<file path="src/rtl/mul_arbiter.sv">
// Two-port round-robin arbiter sharing one registered unsigned N x N multiplier.
// One operation in flight: accept operands (IDLE), multiply (CALC), hold the result (RESP).
module mul_arbiter #(
    parameter int unsigned N = 4
) (
    input  logic           clk,
    input  logic           n_reset,
    input  logic           req0_valid,
    output logic           req0_ready,
    input  logic [N-1:0]   req0_a,
    input  logic [N-1:0]   req0_b,
    input  logic           req1_valid,
    output logic           req1_ready,
    input  logic [N-1:0]   req1_a,
    input  logic [N-1:0]   req1_b,
    output logic           resp0_valid,
    input  logic           resp0_ready,
    output logic           resp1_valid,
    input  logic           resp1_ready,
    output logic [2*N-1:0] resp_y
);

    localparam int unsigned YW = 2 * N;

    typedef enum logic [1:0] {
        IDLE = 2'd0,
        CALC = 2'd1,
        RESP = 2'd2
    } state_t;

    state_t          state, state_nxt;
    logic            grant, grant_nxt;
    logic            prio, prio_nxt;
    logic [N-1:0]    op_a, op_a_nxt;
    logic [N-1:0]    op_b, op_b_nxt;
    logic [YW-1:0]   res, res_nxt;
    logic            sel;

    // State and datapath registers
    always_ff @(posedge clk or negedge n_reset) begin
        if (!n_reset) begin
            state <= IDLE;
            grant <= 1'b0;
            prio  <= 1'b0;
            op_a  <= '0;
            op_b  <= '0;
            res   <= '0;
        end else begin
            state <= state_nxt;
            grant <= grant_nxt;
            prio  <= prio_nxt;
            op_a  <= op_a_nxt;
            op_b  <= op_b_nxt;
            res   <= res_nxt;
        end
    end

    // Next state, arbitration and output decode
    always_comb begin
        state_nxt   = state;
        grant_nxt   = grant;
        prio_nxt    = prio;
        op_a_nxt    = op_a;
        op_b_nxt    = op_b;
        res_nxt     = res;
        req0_ready  = 1'b0;
        req1_ready  = 1'b0;
        resp0_valid = 1'b0;
        resp1_valid = 1'b0;
        resp_y      = '0;
        // Port 1 wins when it is the only requester or when it holds priority
        sel         = req1_valid && (!req0_valid || prio);

        case (state)
            IDLE: begin
                req0_ready = req0_valid && !sel;
                req1_ready = req1_valid && sel;
                if (req0_ready || req1_ready) begin
                    state_nxt = CALC;
                    grant_nxt = sel;
                    op_a_nxt  = sel ? req1_a : req0_a;
                    op_b_nxt  = sel ? req1_b : req0_b;
                end
            end
            CALC: begin
                res_nxt   = YW'(op_a) * YW'(op_b);
                state_nxt = RESP;
            end
            RESP: begin
                resp0_valid = !grant;
                resp1_valid = grant;
                resp_y      = res;
                if (grant ? resp1_ready : resp0_ready) begin
                    prio_nxt  = !grant;
                    state_nxt = IDLE;
                end
            end
            default: state_nxt = IDLE;
        endcase
    end

endmodule

</file>
<file path="config.mk">
export PLATFORM = sky130hd
export DESIGN_NAME = mul_arbiter
export DESIGN_NICKNAME = d
export VERILOG_FILES = /design/src/rtl/mul_arbiter.sv
export SDC_FILE = /design/constraint.sdc
export NUM_CORES = 1
export LEC_CHECK = 0
export BUFFER_PORTS_ARGS = -buffer_cell sky130_fd_sc_hd__buf_2
export CAP_MARGIN = 40
export CORE_UTILIZATION = 58
export CTS_CLUSTER_SIZE = 8
export DETAILED_ROUTE_END_ITERATION = 8
export PLACE_DENSITY = 0.84
export SYNTH_ARGS = -nofsm -noshare
export SYNTH_HDL_FRONTEND = slang
export SYNTH_SLANG_ARGS = --single-unit
</file>
<file path="constraint.sdc">
create_clock -name clk -period 7.24 [get_ports clk]
set_input_delay 0.724 -clock clk [delete_from_list [all_inputs] [get_ports clk]]
set_output_delay 0.724 -clock clk [all_outputs]
set_load 0.01 [all_outputs]
</file>
# Word-level counts from Yosys, hierarchy flattened
# Cells that the tools add are included.
# W data, S select, Z words.
[word_totals]
inputBits = 22
reg_bits = 20
out_inout_bits = 12
[classes]
reduce_logical = 12
n_mux = 11
n_mul = 1
n_eq_ne = 4
[op_table]
columns = ["cell", "count"]
rows = [
  ["$mul A4 B4 Y8", 1],
  ["$mux W4", 2],
  ["$mux W8", 1],
  ["$pmux W2 S3", 1],
  ["$reduce_and A2 Y1", 3],
  ["$mux W1", 5],
  ["$mux W2", 2],
  ["$ne A2 B2 Y1 const B", 2],
  ["$logic_and A1 B1 Y1", 3],
  ["$logic_not A1 Y1", 3],
  ["$eq A2 B1 Y1 const B", 1],
  ["$eq A2 B2 Y1 const B", 1],
  ["$logic_not A2 Y1", 1],
  ["$logic_or A1 B1 Y1", 2],
]

# Depth between registers and ports, before layout
[depth]
word_depth = 8
mapped_depth = 8
mapped_depth_nobuf = 8

# Least setup slack after synthesis
# No wires, ideal clock.
[synth_timing]
path_kind = "flip-flop to flip-flop"
from = "register op_a[0]"
to = "register res[7]"
slack_ns = 4.603
setup_ns = 0.131
path_buffers = 0
t_arrival_ns = 2.506
stages_incl_launch_ff = 9
cell_sequence = "dfrtp_1 nand2_1 fa_1 inv_1 fa_1 ha_1 a211oi_1 nor3_1 or3_1"
[synth_between]
elab_chain_cells = 1
[synth_lines]
columns = ["item", "line_no", "text"]
rows = [
  ["start, declared", "34", "logic [N-1:0] op_a, op_a_nxt;"],
  ["start signal, assigned", "52", "op_a <= op_a_nxt;"],
  ["$mul A4 B4 Y8", "86", "res_nxt = YW'(op_a) * YW'(op_b);"],
  ["end signal, assigned", "54", "res <= res_nxt;"],
  ["end, declared", "36", "logic [YW-1:0] res, res_nxt;"],
]
# No other way between the ends.
# A chain may end at the register's enable or synchronous reset.

# Worst setup path in the final report
# Same ends and word-level chain as after synthesis.

==> results.ini <==
[sta]
maxSlewHeadroom_pct=56.8
worst_slack_ns=4.43
fin_crit_ns=2.81
setup_viol=0
setup-tns-final_ns=0
slew_violations=0
worst_pin_slew_ns=0.646
finalHoldViolCount=0
max_freq_mhz=356
clock-skew-final_ns=0.00459
fin_crit_sh_pct=38.8
rsz0062_at_grt=no

[hold_path]
hold_path_class=in2async

[drt]
antenna_left=0
drtPass1Iterations=4
drt_iter0_markers=31
wl_per_cell_um=13.4
vias=1273
via_per_inst=5.81
drt_wl_total_um=2950
drc=0

[placed_design]
dpl.hpwl_um=2340
io_buffer_count=33
gp_congestion=0.825
dp_slack_ns=4.44

[run]
drv_cap=0

[power_and_ir_drop]
ir_worst_vdd_uv=345
leakage_uw=0.000820
p_per_area_nw_per_um2=539

[layout]
nets=228
seq_area_um2=500
final_core_util_pct=68.7
multi_input_area_um2=936
area_growth_pct=12.0
diodes=0
n_fill_cell=196
drive_gt1_share_pct=25.4

[die]
dieArea_um2=2830
die_w_um=53.2
rows=18
pin_count=34
initial_core_util_pct=61.3
die_h_um=53.2
core_um2=2480

[clock_tree]
clock-root-buffer=clkbuf_4
post_cts_resized=0
tritoncts=built
cts_num_sinks=20
htree_levels=1
post_cts_buffers=0
cts_buffer_depth=2
cts_buffers=3
clk_latency_ns=0.29
holdBufCountCts=0
clkTransAtPathRegs_ns=0.11

[global_routing]
antenna_found_initial=0
grt_pass1_vias=1138
globalRouteTotalUtil_pct=23.6
grt_pass1_wl_um=4810
overflow=0
grt_start_max_net_pins=21

[worst_setup_path]
worstPathArrival_ns=3.00
cp-start-kind=register
critPathCaptureType=register
critPathKind=reg2reg
worst-path-max-fanout=5
required_ns=7.43

[synth]
synthFlopType=dfrtp_1
ys_ff_latch=20
netlist.area_leader.share_pct=32.9
netlist_area_um2=1520
syn_inst=160
synth_edf_count=0
ys_types=37
synth_top_area_cell=dfrtp_1
ys_warn_count=0
synth.area.top_cells=dfrtp_1, ha_1, and2_1
async_flop_share_pct=100
synth_most_common_cell=and2_1
synth_nets=198
ys_seq_area_share_pct=32.9
synth_common_cells=and2_1, dfrtp_1, nand2_1
avgSynthCellArea_um2=9.49

[run_status]
status=finished clean

-- worst max-delay path: stages, from the launching register on --
cell	delay [ns]
dfrtp_1	0.41
nand2_1	0.10
fa_1	0.54
inv_1	0.06
fa_1	0.52
ha_1	0.33
a211oi_1	0.31
nor3_1	0.09
or3_1	0.35
-- cell type report --
class | instances | area share (%)
multi-input combinational | 125 | 55.0
inverter | 7 | 1.54
sequential | 20 | 29.4
clock buffer | 4 | 2.13
tap | 30 | 2.21
timing repair buffer | 33 | 9.71
-- cell families after synthesis --
group	Yosys count	share of synthesized area [%]
adders and majority gates	16	15.2
DFF	20	32.9
AOI/OAI and AO/OA	41	19.7
and+or+nand+nor	66	25.5
buffers and inverters	15	5.44
muxes	1	0.741
xor gates and xnor gates	1	0.577
-- flip-flops by register name, indices dropped and copies added, names as in the netlist --
signal,flops
op_b,4
res,8
prio,1
grant,1
op_a,4
state,2
-- stage by stage --
stage / power, uW / area (um2) / hold WS (ns) / cells
2_1_floorplan: 710 / 1520 / 0.428 / 160
3_3_place_gp: 815 / 1670 / 0.444 / 215
3_5_place_dp: 855 / 1670 / 0.454 / 215
4_1_cts: 922 / 1700 / 0.367 / 219
5_1_grt: 1030 / 1700 / 0.370 / 219
6_report: 917 / 1700 / 0.357 / 219
-- layer usage --
metal  global-route usage (%)  part of all wire [%]
met1                     28.2                    43
met4                     7.46                   1.1
met3                     3.74                   3.7
met2                     42.6                    52
met5                        0                     0
-- layout by cell type (no fill, tap or decap), types with 3 or more instances in the layout --
cell type | synthesis | layout
buf_2 | 2 | 33
nand3_1 | 3 | 3
a21oi_1 | 14 | 14
nand3b_1 | 8 | 8
ha_1 | 12 | 12
inv_1 | 6 | 6
a31oi_2 | 8 | 8
and2_1 | 21 | 21
dfrtp_1 | 20 | 20
nand2_1 | 17 | 17
fa_1 | 4 | 4
clkbuf_4 | 0 | 3
o21ai_0 | 10 | 10
-- final timing paths --
kind	from	endpoint	slack, ns	cells past startpoint
setup / recovery	op_a[0]$_DFFE_PN0P_	res[7]$_DFFE_PN0N_	4.43	8
setup reg to reg	op_a[0]$_DFFE_PN0P_	res[7]$_DFFE_PN0N_	4.43	8
hold reg to reg	res[1]$_DFFE_PN0N_	res[1]$_DFFE_PN0N_	0.48	2
min in group clk	res[1]$_DFFE_PN0N_	res[1]$_DFFE_PN0N_	0.48	2
hold / removal	n_reset	res[7]$_DFFE_PN0N_	0.36	1
max in group asynchronous	n_reset	res[2]$_DFFE_PN0N_	6.56	1
-- power breakdown --
group / internal, uW / switching, uW
sequential: 167 / 51.6
combinational: 276 / 360
clock: 30.6 / 32.7
No activity file was read; power rests on OpenSTA's default activity.
